$ cat config.mk
export PLATFORM = sky130hd
export DESIGN_NAME = debug_hex_formatter
export DESIGN_NICKNAME = d
export VERILOG_FILES = /design/src/rtl/debug_pkg.sv /design/src/rtl/hex_nibble_to_ascii.sv /design/src/rtl/debug_hex_formatter.sv
export SDC_FILE = /design/constraint.sdc
export NUM_CORES = 1
export LEC_CHECK = 0
export BUFFER_PORTS_ARGS = -buffer_cell sky130_fd_sc_hd__buf_2
export CAP_MARGIN = 30
export CORE_MARGIN = 1
export CORE_UTILIZATION = 35
export DETAILED_ROUTE_END_ITERATION = 6
export GPL_ROUTABILITY_DRIVEN = 0
export GPL_TIMING_DRIVEN = 0
export SYNTH_ARGS = -nofsm -noshare
export SYNTH_HDL_FRONTEND = slang
export SYNTH_SLANG_ARGS = --single-unit
export TNS_END_PERCENT = 30
$ cat constraint.sdc
create_clock -name clk -period 9.5 [get_ports clk]
set_input_delay 0.95 -clock clk [delete_from_list [all_inputs] [get_ports clk]]
set_output_delay 0.95 -clock clk [all_outputs]
set_load 0.005 [all_outputs]
$ cat src/rtl/debug_pkg.sv
// Shared definitions for the debug formatters: ASCII constants, the line FSM
// state encoding and the nibble-to-hex mapping.
package debug_pkg;

  localparam logic [7:0] ASCII_C  = 8'h43;
  localparam logic [7:0] ASCII_N  = 8'h4E;
  localparam logic [7:0] ASCII_T  = 8'h54;
  localparam logic [7:0] ASCII_EQ = 8'h3D;
  localparam logic [7:0] ASCII_CR = 8'h0D;
  localparam logic [7:0] ASCII_LF = 8'h0A;

  typedef enum logic [2:0] {
    IDLE   = 3'd0,
    PREFIX = 3'd1,
    DIGITS = 3'd2,
    CR     = 3'd3,
    LF     = 3'd4
  } state_e;

  // Uppercase hex: 0-9 -> '0'..'9', 10-15 -> 'A'..'F'.
  function automatic logic [7:0] nibble_to_hex(input logic [3:0] n);
    if (n < 4'd10) return 8'h30 + {4'h0, n};
    else           return 8'h37 + {4'h0, n};
  endfunction

endpackage

$ cat src/rtl/hex_nibble_to_ascii.sv
// Combinational 4-bit to uppercase ASCII hex digit converter; shared by the
// TX formatter, RX echo and status dumpers.
module hex_nibble_to_ascii
  import debug_pkg::*;
(
  input  logic [3:0] nibble,
  output logic [7:0] ascii
);

  assign ascii = nibble_to_hex(nibble);

endmodule

$ cat src/rtl/debug_hex_formatter.sv
// Streams "CNT=<hex>\r\n" for a value snapshotted on a trigger rising edge,
// over a valid/ready byte interface feeding the debug UART transmitter.
module debug_hex_formatter
  import debug_pkg::*;
#(
  parameter int VALUE_WIDTH = 24
) (
  input  logic                   clk,
  input  logic                   reset,
  input  logic                   trigger,
  input  logic [VALUE_WIDTH-1:0] value,
  output logic [7:0]             tx_data,
  output logic                   tx_valid,
  input  logic                   tx_ready,
  output logic                   busy,
  output logic                   dropped
);

  localparam int HEX_DIGITS = VALUE_WIDTH / 4;
  localparam int IDX_W      = $clog2(HEX_DIGITS + 4);

  typedef logic [IDX_W-1:0] idx_t;

  state_e                 state_q, state_d;
  idx_t                   idx_q, idx_d;
  logic [VALUE_WIDTH-1:0] snap_q, snap_d;
  logic                   trig_prev_q;
  logic [7:0]             tx_data_q, tx_data_d;
  logic                   tx_valid_q, tx_valid_d;
  logic                   busy_q, busy_d;
  logic                   dropped_q, dropped_d;

  logic                   trig_edge;
  logic                   hs;
  idx_t                   idx_nxt;
  idx_t                   digit_sel;
  logic [VALUE_WIDTH-1:0] digit_word;
  logic [3:0]             digit_nibble;
  logic [7:0]             digit_ascii;

  assign trig_edge = trigger && !trig_prev_q;
  assign hs        = tx_valid_q && tx_ready;
  assign idx_nxt   = idx_q + 1'b1;

  // Digit that will be presented after the current handshake: digit 0 when
  // leaving the prefix, otherwise the one following the current digit.
  assign digit_sel    = (state_q == PREFIX) ? '0 : idx_nxt;
  assign digit_word   = snap_q << {digit_sel, 2'b00};
  assign digit_nibble = digit_word[VALUE_WIDTH-1 -: 4];

  hex_nibble_to_ascii u_hex (
    .nibble (digit_nibble),
    .ascii  (digit_ascii)
  );

  function automatic logic [7:0] prefix_byte(input idx_t i);
    case (i)
      idx_t'(0): return ASCII_C;
      idx_t'(1): return ASCII_N;
      idx_t'(2): return ASCII_T;
      default:   return ASCII_EQ;
    endcase
  endfunction

  always_comb begin
    state_d    = state_q;
    idx_d      = idx_q;
    snap_d     = snap_q;
    tx_data_d  = tx_data_q;
    tx_valid_d = tx_valid_q;
    busy_d     = busy_q;
    dropped_d  = 1'b0;

    unique case (state_q)
      IDLE: begin
        if (trig_edge) begin
          snap_d     = value;
          tx_data_d  = ASCII_C;
          tx_valid_d = 1'b1;
          busy_d     = 1'b1;
          idx_d      = '0;
          state_d    = PREFIX;
        end
      end
      PREFIX: begin
        if (hs) begin
          if (idx_q == idx_t'(3)) begin
            state_d   = DIGITS;
            idx_d     = '0;
            tx_data_d = digit_ascii;
          end else begin
            idx_d     = idx_nxt;
            tx_data_d = prefix_byte(idx_nxt);
          end
        end
      end
      DIGITS: begin
        if (hs) begin
          if (idx_q == idx_t'(HEX_DIGITS - 1)) begin
            state_d   = CR;
            tx_data_d = ASCII_CR;
          end else begin
            idx_d     = idx_nxt;
            tx_data_d = digit_ascii;
          end
        end
      end
      CR: begin
        if (hs) begin
          state_d   = LF;
          tx_data_d = ASCII_LF;
        end
      end
      LF: begin
        if (hs) begin
          // A fresh edge on the final handshake chains straight into a new line.
          if (trig_edge) begin
            snap_d    = value;
            tx_data_d = ASCII_C;
            idx_d     = '0;
            state_d   = PREFIX;
          end else begin
            tx_valid_d = 1'b0;
            busy_d     = 1'b0;
            state_d    = IDLE;
          end
        end
      end
      default: state_d = IDLE;
    endcase

    if (trig_edge && (state_q != IDLE) && !((state_q == LF) && hs))
      dropped_d = 1'b1;
  end

  always_ff @(posedge clk or posedge reset) begin
    if (reset) begin
      state_q     <= IDLE;
      idx_q       <= '0;
      snap_q      <= '0;
      trig_prev_q <= 1'b1;
      tx_data_q   <= 8'h00;
      tx_valid_q  <= 1'b0;
      busy_q      <= 1'b0;
      dropped_q   <= 1'b0;
    end else begin
      state_q     <= state_d;
      idx_q       <= idx_d;
      snap_q      <= snap_d;
      trig_prev_q <= trigger;
      tx_data_q   <= tx_data_d;
      tx_valid_q  <= tx_valid_d;
      busy_q      <= busy_d;
      dropped_q   <= dropped_d;
    end
  end

  assign tx_data  = tx_data_q;
  assign tx_valid = tx_valid_q;
  assign busy     = busy_q;
  assign dropped  = dropped_q;

endmodule

# Word level (Yosys, flattened, before mapping)
# Cells that the tools add are included.
# totals
mem_bits_rw,0
latch_bits,0
mem_bits_ro,0
inputBits,28
ff_bits,42
output_inout_bits,11
memories,0
# op_classes
eq_ne,17
order_cmp,1
n_mul,0
shifts,1
add_sub_neg,3
reduce_logical,18
n_div,0
bitwise,0
muxes,35
# op_table
op,n
8-bit two-way mux,8
24-bit two-way mux,2
24-bit one-hot mux with 2 select lines,1
8-bit one-hot mux with 5 select lines,1
4-bit two-way mux,7
24-bit by 6-bit left shift with 24-bit output,1
3-bit two-way mux,7
7-bit one-hot mux with 3 select lines,1
"2-bit != test, second input constant",8
4-bit one-hot mux with 4 select lines,1
3-bit one-hot mux with 5 select lines,1
"6-bit by 4-bit adder with 7-bit output, first input constant",2
5-bit AND reduction,2
"4-bit by 2-bit equality test with 1-bit output, second input constant",2
7-bit AND reduction,1
"3-bit by 2-bit equality test with 1-bit output, second input constant",2
1-bit logical AND,5
1-bit two-way mux,5
5-bit nonzero test,1
"4-bit by 1-bit adder with 4-bit output, second input constant",1
"4-bit by 1-bit equality test with 1-bit output, second input constant",1
"4-bit by 3-bit equality test with 1-bit output, second input constant",1
4-bit zero test,1
"4-bit < comparator, second input constant",1
11 further kinds,12

# Depth between registers and ports, before layout
# Gate-level depths: netlist of run 1.
# depth
depth_word,8
depth_mapped,14
ltp_nobuf,11

# By module
# Synthesis of run 1 repeated with hierarchy kept, for this count alone.
# unflattened
cells_unflattened,258
area_unflattened_um2,2552.4
# modules_own_cells
module,seq_area_each_um2,cells_each,n_inst,area_per_inst_um2
debug_hex_formatter,1052.3,242,1,2447.3
hex_nibble_to_ascii,0.0,16,1,105.1

# Least setup slack after synthesis of run 1
# Ideal clock, no wire load.
# synth_timing
kind,register -> register
startpoint,reg idx_q[0]
endpoint,"reg tx_data_q[4], in the netlist tx_data[4]"
period_less_slack_ns,3.086
arrival_time_ns,2.964
path_slack_ns,6.414
path_stages_with_launch,15
path_cell_list,dfrtp_1 buf_2 buf_2 inv_1 ha_1 clkbuf_1 inv_1 a31oi_1 o21ai_2 nor2_1 inv_1 ha_1 nor3_1 o211ai_1 a32o_1
# synth_via
elab_chain_len,8
word_cells_on_any_way,18
# synth_rtl
item,line_no,text
"start, declared",debug_hex_formatter.sv:25,"idx_t idx_q, idx_d;"
"start signal, assigned",debug_hex_formatter.sv:148,idx_q <= idx_d;
4-bit by 1-bit adder with 4-bit output,debug_hex_formatter.sv:43,assign idx_nxt = idx_q + 1'b1;
4-bit two-way mux,debug_hex_formatter.sv:47,assign digit_sel = (state_q == PREFIX) ? '0 : idx_nxt;
24-bit by 6-bit left shift with 24-bit output,debug_hex_formatter.sv:48,"assign digit_word = snap_q << {digit_sel, 2'b00};"
"6-bit by 4-bit adder with 7-bit output, or another cell as far along",debug_pkg.sv:23,"else return 8'h37 + {4'h0, n};"
8-bit two-way mux,debug_pkg.sv:22,"if (n < 4'd10) return 8'h30 + {4'h0, n};"
8-bit two-way mux (on tied branches),"debug_hex_formatter.sv:99, debug_hex_formatter.sv:87",
8-bit two-way mux (on tied branches),"debug_hex_formatter.sv:98, debug_hex_formatter.sv:86",
8-bit one-hot mux with 5 select lines *,debug_hex_formatter.sv:74,unique case (state_q)
"end signal, assigned",debug_hex_formatter.sv:151,tx_data_q <= tx_data_d;
"end, declared",debug_hex_formatter.sv:28,"logic [7:0] tx_data_q, tx_data_d;"
# Mark *: on every way between the ends. The rest lies on a longest branch, timed or not. The select of a mux whose other input is x is not followed.
# A chain may end at the register's enable or synchronous reset.

# Worst setup path in the final report of run 1
# Ends and elaborated chain as after synthesis.

==> flow_metrics.tcl, run 1 <==
set metrics [dict create \
    drtPass1Iterations 4 \
    finalCritPeriodShare 0.398 \
    ys_seq_area_frac 0.412 \
    coreArea_sq_mm 0.00683 \
    vdd.ir_drop.worst_uv 136 \
    initial_core_util 0.365 \
    crit_start "idx_q[0]" \
    grtUsageTotal 0.160 \
    grt_setup_unrepaired "no" \
    whs_ps 508 \
    clkLatencyLatePin_ps 300 \
    max_freq_mhz 265 \
    endpoint_kind "flip-flop" \
    rr_startpoint "idx_q[0]" \
    setup_tns_ps 0 \
    final_cell_area_sq_mm 0.00289 \
    synth-seq-cells 41 \
    grt_pass1_wl_um 9270 \
    synthTopCellsByArea "dfrtp_1, mux2_2, mux2i_1, a21oi_1, ha_1" \
    cts_sinks 41 \
    drv_cap 0 \
    fp.dieH_um 86.4 \
    cp_data_arrival_time_ps 3970 \
    p_per_area_mw_per_mm2 353 \
    syn_area_per_cell_sq_um 10.1 \
    skew_ps 4.93 \
    cts_buffer_depth 2 \
    syn_inst 247 \
    relSlewSlack 0.422 \
    io_buffers 37 \
    hold_violations 0 \
    fin_nets 325 \
    yosysWarnings 0 \
    cts-resized-gates 0 \
    numCtsBuffers 5 \
    p_int_mw 0.566 \
    synth_common_cells "dfrtp_1, mux2_2, nand2_1, a21oi_1, nor2_1" \
    die_w_um 86.4 \
    drive_above_1_share 0.308 \
    power_switching_mw 0.455 \
    hold_buffers 0 \
    synth_edf_count 0 \
    overflow 0 \
    async_flop_share 1.00 \
    yosysUniqueCellTypes 61 \
    placementRows 30 \
    crit_required_ps 9690 \
    status "complete, no violations" \
    clkPwrFrac 0.116 \
    antennaDiodeCount 0 \
    hold_path_class "flip-flop to flip-flop" \
    hold_start "tx_data[4]" \
    drt_iter0_markers 112 \
    antenna_found_initial 0 \
    vias 2011 \
    ios 39 \
    placed_cell_area_sq_mm 0.00280 \
    ant_nets 0 \
    r2r_end "tx_data[4]" \
    cts.reportedPaths.clkPinSlew_ps 80 \
    grt_pass1_vias 1916 \
    post-synth-top-area-cell "dfrtp_1" \
    yosysMostFrequentCell "dfrtp_1" \
    tightestPinTransition_ps 866 \
    syn_nets 281 \
    dpl.hpwl_um 4190 \
    cts_max_level 2 \
    route.detailed.drc 0 \
    drt_wl_total_um 5600 \
    p_leak_nw 1.25 \
    cp-start-kind "flip-flop" \
    critPathKind "flip-flop to flip-flop" \
    cp_max_fo 10 \
    syn_to_final_growth_pct 15.8 \
    power.share.combinational 0.587 \
    grt_max_degree 42 \
    swShare 0.446 \
    post_drt_wl_per_cell_um 14.4 \
    yosys_most_used_dff "dfrtp_1" \
    worst-r2r-setup-slack_ps 5720 \
    setup_violations 0 \
    fin_crit_ps 3780 \
    vias_per_cell 5.18 \
    p_seq_frac 0.297 \
    dieArea_sq_mm 0.00747 \
    nFillCells 724 \
    cts_tree "built" \
    endpoint "tx_data[4]" \
    synth_top_area_share 0.401 \
    clockRootBuffer "clkbuf_8" \
    post_cts_buffers 0 \
    reg2regPathDepth 14 \
    maxSlewViolCount 0 \
    netlist_area_sq_mm 0.00249 \
]
power by group through the flow:
stage	clock network, mW	logic [mW]	registers [mW]
after floorplan	0	0.455	0.296
after global placement	0	0.589	0.307
after detailed placement	0	0.593	0.309
after CTS	0.121	0.596	0.305
after global routing	0.129	0.665	0.315
final	0.118	0.599	0.303
through the flow:
stage	total power, mW	instances	worst slack, ps	util
after floorplan	0.751	247	6410	-
after global placement	0.895	380	5820	0.410
after detailed placement	0.902	380	5750	0.410
after CTS	1.02	388	5740	0.423
after global routing	1.11	388	5480	0.423
final	1.02	388	5720	0.423
registers in the layout, indices dropped and copies added (netlist names):
register / flops
busy: 1
dropped: 1
idx_q: 4
snap_q: 24
state_q: 3
trig_prev_q: 1
tx_data: 7
routing by layer:
layer	up-vias	share of wire	global-route usage
met5	-	0	0
met4	0	0.0079	0.0455
met3	7	0.045	0.0371
met2	53	0.46	0.249
met1	944	0.49	0.224
li1	1007	-	-
area by class of cell:
class	instances	area (sq um)	share of cell area
Clock inverter	3	21.3	0.00736
Buffer	15	81.3	0.0281
Clock buffer	5	68.8	0.0238
Inverter	6	22.5	0.00779
Multi-Input combinational cell	185	1360	0.472
Sequential cell	41	1030	0.355
Tap cell	96	120	0.0416
Timing Repair Buffer	37	185	0.0641
critical path: stages (launching register included):
cell and delay [ps]:
dfrtp_1 430, buf_2 220, buf_2 290, inv_1 170, ha_1 310, clkbuf_1 350
inv_1 140, a31oi_1 460, o21ai_2 130, nor2_1 160, inv_1 70, ha_1 230
nor3_1 310, o211ai_1 130, a32o_1 260
layout by cell type (no fill, tap or decap), types with 2 or more instances in the layout:
cell type,synthesis,final
o211ai_1,5,5
clkbuf_1,5,5
nor2_1,15,15
a21o_1,3,3
nand3_1,6,6
dfrtp_1,40,40
a22oi_1,2,2
clkbuf_8,0,5
mux2i_1,8,8
mux2_2,24,24
nand3b_1,3,3
or3_1,2,2
or3b_1,2,2
o21ai_0,13,13
a21oi_1,15,15
nor2b_1,2,2
a31oi_1,3,3
nand2_1,20,20
nor3_1,5,5
o221ai_1,3,3
inv_1,6,5
o22ai_1,5,5
buf_2,5,42
buf_4,3,3
nand2b_1,3,3
a32o_1,2,2
ha_1,6,6
o22a_1,3,3
nor3b_1,4,4
o31ai_1,2,2
worst min path at each step:
| stage | endpoint | slack, ps | cells after the start |
|---|---|---|---|
| global route | tx_data[4] | 520 | 1 |
| floorplan | snap_q[11] | 480 | 1 |
| CTS | snap_q[9] | 520 | 1 |
| detailed placement | snap_q[9] | 500 | 1 |
| global placement | tx_data[4] | 480 | 1 |
| finish | tx_data[4] | 510 | 1 |
cells by family (layout without fill, tap and decap cells):
family          after synthesis  in the layout  share of synthesized area
flops                        41             41                      0.412
xor+xnor                      2              2                     0.0100
fa+ha+maj                     6              6                     0.0301
mux                          33             33                      0.149
buf+inv                      21             66                     0.0416
other cells                   1              1                    0.00150
simple gates                 70             70                      0.146
compound gates               73             73                      0.209
(Power assumes the default switching activity.)
==> run 2: changes to the inputs <==
clock period = 3.65 ns   (was 9.5 ns; I/O delays follow)
==> flow_metrics.tcl, run 2 (same netlist as run 1, synthesis figures left out) <==
set metrics [dict create \
    cp-start-kind "flip-flop" \
    maxSlewViolCount 0 \
    setup_tns_ps 0 \
    crit_required_ps 3840 \
    antennaDiodeCount 0 \
    endpoint_kind "flip-flop" \
    p_per_area_mw_per_mm2 922 \
    finalCritPeriodShare 0.935 \
    cts.reportedPaths.clkPinSlew_ps 80 \
    grt_max_degree 42 \
    p_seq_frac 0.296 \
    largest-register "snap_q" \
    path_cells "buf_2 -> buf_2 -> inv_1 -> ha_2 -> inv_1 -> a31oi_2 -> o21ai_2 -> nor2_1 -> inv_1 -> ha_1 -> nor3_1 -> o211ai_1 -> a32o_1" \
    placementRows 30 \
    power_switching_mw 1.19 \
    ios 39 \
    coreArea_sq_mm 0.00683 \
    hold_violations 0 \
    post_cts_buffers 0 \
    swShare 0.445 \
    cts_buffer_depth 2 \
    utilization 0.424 \
    grtUsageTotal 0.161 \
    critPathKind "flip-flop to flip-flop" \
    slowest_stage "ha_2" \
    antenna_found_initial 0 \
    clockRootBuffer "clkbuf_8" \
    hold_path_class "input pin to flip-flop" \
    tightestPinTransition_ps 856 \
    clkPwrFrac 0.115 \
    route.detailed.drc 0 \
    final_cell_mix "buf_2, dfrtp_1, mux2_2, nand2_1" \
    path_delay_family "buffers and inverters" \
    ant_nets 0 \
    setup_violations 0 \
    numCtsBuffers 5 \
    syn_to_final_growth_pct 16.0 \
    fin_nets 324 \
    post_drt_wl_per_cell_um 14.5 \
    drtPass1Iterations 4 \
    drt_wl_total_um 5600 \
    dieArea_sq_mm 0.00747 \
    vias_per_cell 5.22 \
    vias 2022 \
    relSlewSlack 0.429 \
    drt_iter0_markers 114 \
    p_leak_nw 1.25 \
    dpl.hpwl_um 4190 \
    layout_commonest_cell "buf_2" \
    grt_pass1_wl_um 9300 \
    max_freq_mhz 293 \
    cp_max_fo 10 \
    cp_num_buf_inv 5 \
    cts_max_level 2 \
    die_w_um 86.4 \
    critPathMostFrequentCell "inv_1" \
    p_int_mw 1.48 \
    drv_cap 0 \
    fin_crit_ps 3410 \
    skew_ps 3.00 \
    cp_data_arrival_time_ps 3600 \
    drive_above_1_share 0.316 \
    power.share.combinational 0.589 \
    vdd.ir_drop.worst_uv 353 \
    max_stage_delay_ps 470 \
    grt_setup_unrepaired "no" \
    initial_core_util 0.365 \
    io_buffers 37 \
    overflow 0 \
    cts_tree "built" \
    status "complete, no violations" \
    cts_sinks 41 \
    largest_reg_flops 24 \
    fp.dieH_um 86.4 \
    clkLatencyLatePin_ps 290 \
    nFillCells 725 \
    grt_pass1_vias 1916 \
]
[run 2: stage by stage]
step / power, mW / std cells / hold slack, ps / instance area, sq um / setup WS, ps
after floorplan: 1.96 / 247 / 369 / 2490 / 564
after global routing: 2.90 / 387 / 165 / 2900 / 29.0
after CTS: 2.67 / 387 / 174 / 2890 / 159
after global placement: 2.33 / 380 / 480 / 2800 / -33.5
after detailed placement: 2.35 / 380 / 488 / 2800 / -105
final: 2.67 / 387 / 180 / 2900 / 237
[run 2: final cells by class]
type	instances	area, sq um	area share
Multi-Input combinational cell	185	1370	0.474
Sequential cell	41	1030	0.355
Timing Repair Buffer	37	185	0.0640
Tap cell	96	120	0.0415
Buffer	14	77.6	0.0268
Clock buffer	5	68.8	0.0238
Inverter	6	22.5	0.00778
Clock inverter	3	21.3	0.00735
[run 2: final timing paths]
path / start / endpoint / slack (ps) / cells past startpoint
max: idx_q[0] / tx_data[4] / 240 / 13
min: trigger / trig_prev_q / 180 / 1
max reg2reg: idx_q[0] / tx_data[4] / 240 / 13
min reg2reg: tx_data[4] / tx_data[4] / 510 / 1
max in group asynchronous: reset / tx_data[1] / 2880 / 2
min in group asynchronous: reset / snap_q[10] / 240 / 2
[run 2: power groups by stage]
stage	Sequential [mW]	Clock [mW]	Combinational (mW)
finish	0.789	0.307	1.57
global route	0.820	0.336	1.74
CTS	0.794	0.316	1.56
detailed placement	0.803	0	1.54
global placement	0.798	0	1.53
floorplan	0.771	0	1.18
[run 2: worst register-to-register path: cells and delay by family, from the launching register on]
| family | cells | cell delay (ps) |
|---|---|---|
| compound gates | 4 | 820 |
| fa+ha+maj | 2 | 700 |
| buf+inv | 5 | 880 |
| flops | 1 | 430 |
| simple gates | 2 | 470 |
[run 2: routing by layer]
metal  share of wire  vias up  global-route usage
met5               0        -                   0
met4          0.0075        0              0.0455
met3           0.053        7              0.0371
met2            0.46       70               0.249
met1            0.48      938               0.225
li1                -     1007                   -
[run 2: repair_timing]
item                       in CTS  in global routing
hold buffers                    0                  0
setup endpoints to repair       1                  1
resized for setup               1                  1
==> run 3: changes to the inputs <==
CELL_PAD_IN_SITES_DETAIL_PLACEMENT = 0   (was default)
CELL_PAD_IN_SITES_GLOBAL_PLACEMENT = 2   (was default)
PLACE_DENSITY_LB_ADDON = 0.1   (was default)
==> flow_metrics.tcl, run 3 (same netlist as run 1, synthesis figures left out) <==
set metrics [dict create \
    vdd.ir_drop.worst_uv 357 \
    cp_data_arrival_time_ps 3510 \
    fp.dieH_um 86.4 \
    hold_buffers 0 \
    dp_cells 380 \
    drv_cap 0 \
    cts_tree "built" \
    clockRootBuffer "clkbuf_8" \
    cp_max_fo 10 \
    critPathKind "flip-flop to flip-flop" \
    cts.reportedPaths.clkPinSlew_ps 80 \
    power_switching_mw 1.22 \
    drtPass1Iterations 4 \
    grt_max_degree 42 \
    placementRows 30 \
    grt_pass1_wl_um 10800 \
    dieArea_sq_mm 0.00747 \
    layout_commonest_cell "buf_2" \
    cts_buffer_depth 2 \
    final_cell_mix "buf_2, dfrtp_1, mux2_2, nand2_1" \
    p_per_area_mw_per_mm2 938 \
    endpoint "tx_data[4]" \
    vias_per_cell 5.26 \
    ios 39 \
    antennaDiodeCount 0 \
    crit_start "idx_q[0]" \
    cp-start-kind "flip-flop" \
    p_seq_frac 0.292 \
    maxSlewViolCount 0 \
    layout.cells.non_filler 387 \
    grtUsageTotal 0.191 \
    max_freq_mhz 301 \
    overflow 0 \
    r2r_end "tx_data[4]" \
    setup_violations 0 \
    vias 2037 \
    fin_crit_ps 3320 \
    initial_core_util 0.365 \
    relSlewSlack 0.420 \
    drt_wl_total_um 6400 \
    largest-register "snap_q" \
    cts_max_level 2 \
    dpl.hpwl_um 4700 \
    p_leak_nw 1.25 \
    endpoint_kind "flip-flop" \
    die_w_um 86.4 \
    clkPwrFrac 0.116 \
    post_drt_wl_per_cell_um 16.5 \
    ant_nets 0 \
    power.share.combinational 0.591 \
    drt_iter0_markers 79 \
    hold_path_class "input pin to flip-flop" \
    skew_ps 8.15 \
    clkLatencyLatePin_ps 300 \
    syn_to_final_growth_pct 16.3 \
    final_cell_area_sq_mm 0.00290 \
    antenna_found_initial 0 \
    p_int_mw 1.50 \
    tightestPinTransition_ps 869 \
    largest_reg_flops 24 \
    grt_pass1_vias 2079 \
    utilization 0.425 \
    drive_above_1_share 0.313 \
    fin_nets 324 \
    worst-r2r-setup-slack_ps 330 \
    route.detailed.drc 0 \
    reg2regPathDepth 13 \
    whs_ps 183 \
    hold_violations 0 \
    coreArea_sq_mm 0.00683 \
    grt_setup_unrepaired "no" \
    crit_required_ps 3840 \
    rr_startpoint "idx_q[0]" \
    status "complete, no violations" \
    io_buffers 37 \
    swShare 0.448 \
    cts_sinks 41 \
    finalCritPeriodShare 0.911 \
    numCtsBuffers 5 \
    placed_cell_area_sq_mm 0.00280 \
]
[run 3: worst min path at each step]
stage | from | end | slack, ps | cells past startpoint
5_1_grt | trigger | trig_prev_q | 180 | 1
4_1_cts | trigger | trig_prev_q | 170 | 1
3_5_place_dp | tx_data[4] | tx_data[4] | 490 | 1
2_1_floorplan | trigger | trig_prev_q | 370 | 0
3_3_place_gp | snap_q[19] | snap_q[19] | 490 | 1
6_report | trigger | trig_prev_q | 180 | 1
[run 3: worst max-delay path: stages, from the launching register on]
cell,delay (ps)
dfrtp_1,440
buf_2,230
clkbuf_4,280
inv_1,150
ha_2,460
inv_1,110
a31oi_2,310
o21ai_2,120
nor2_1,140
inv_1,60
ha_1,230
nor3_1,290
o211ai_1,140
a32o_1,260
[run 3: routing by layer]
layer  track usage  wire length, um  vias up
met5             0                0        -
li1              -                -     1007
met3        0.0257              179        5
met4        0.0591               76        0
met1         0.279             3300      990
met2         0.291             2850       35
[run 3: power by group through the flow]
| stage | Clock (mW) | Combinational, mW | Sequential [mW] |
|---|---|---|---|
| finish | 0.316 | 1.61 | 0.796 |
| global route | 0.343 | 1.79 | 0.824 |
| CTS | 0.329 | 1.61 | 0.798 |
| detailed placement | 0 | 1.59 | 0.808 |
| global placement | 0 | 1.60 | 0.800 |
| floorplan | 0 | 1.18 | 0.771 |
[run 3: timing repair]
item	CTS	global route
resized for setup	1	2
setup buffers	0	0
setup endpoints to repair	2	3
[run 3: per-stage QoR]
step	setup WS (ps)	power (mW)	TNS, ps
finish	326	2.72	0
global route	56.4	2.96	0
CTS	131	2.74	0
detailed placement	-115	2.40	-115
global placement	-123	2.40	-123
floorplan	564	1.96	0
[run 3: layout make-up]
| cell class | count | area [sq um] |
|---|---|---|
| Inverter | 6 | 22.5 |
| Timing Repair Buffer | 37 | 185 |
| Buffer | 14 | 80.1 |
| Clock buffer | 7 | 86.3 |
| Multi-Input combinational cell | 185 | 1370 |
| Clock inverter | 1 | 7.51 |
| Fill cell | 715 | 3930 |
| Tap cell | 96 | 120 |
| Sequential cell | 41 | 1030 |
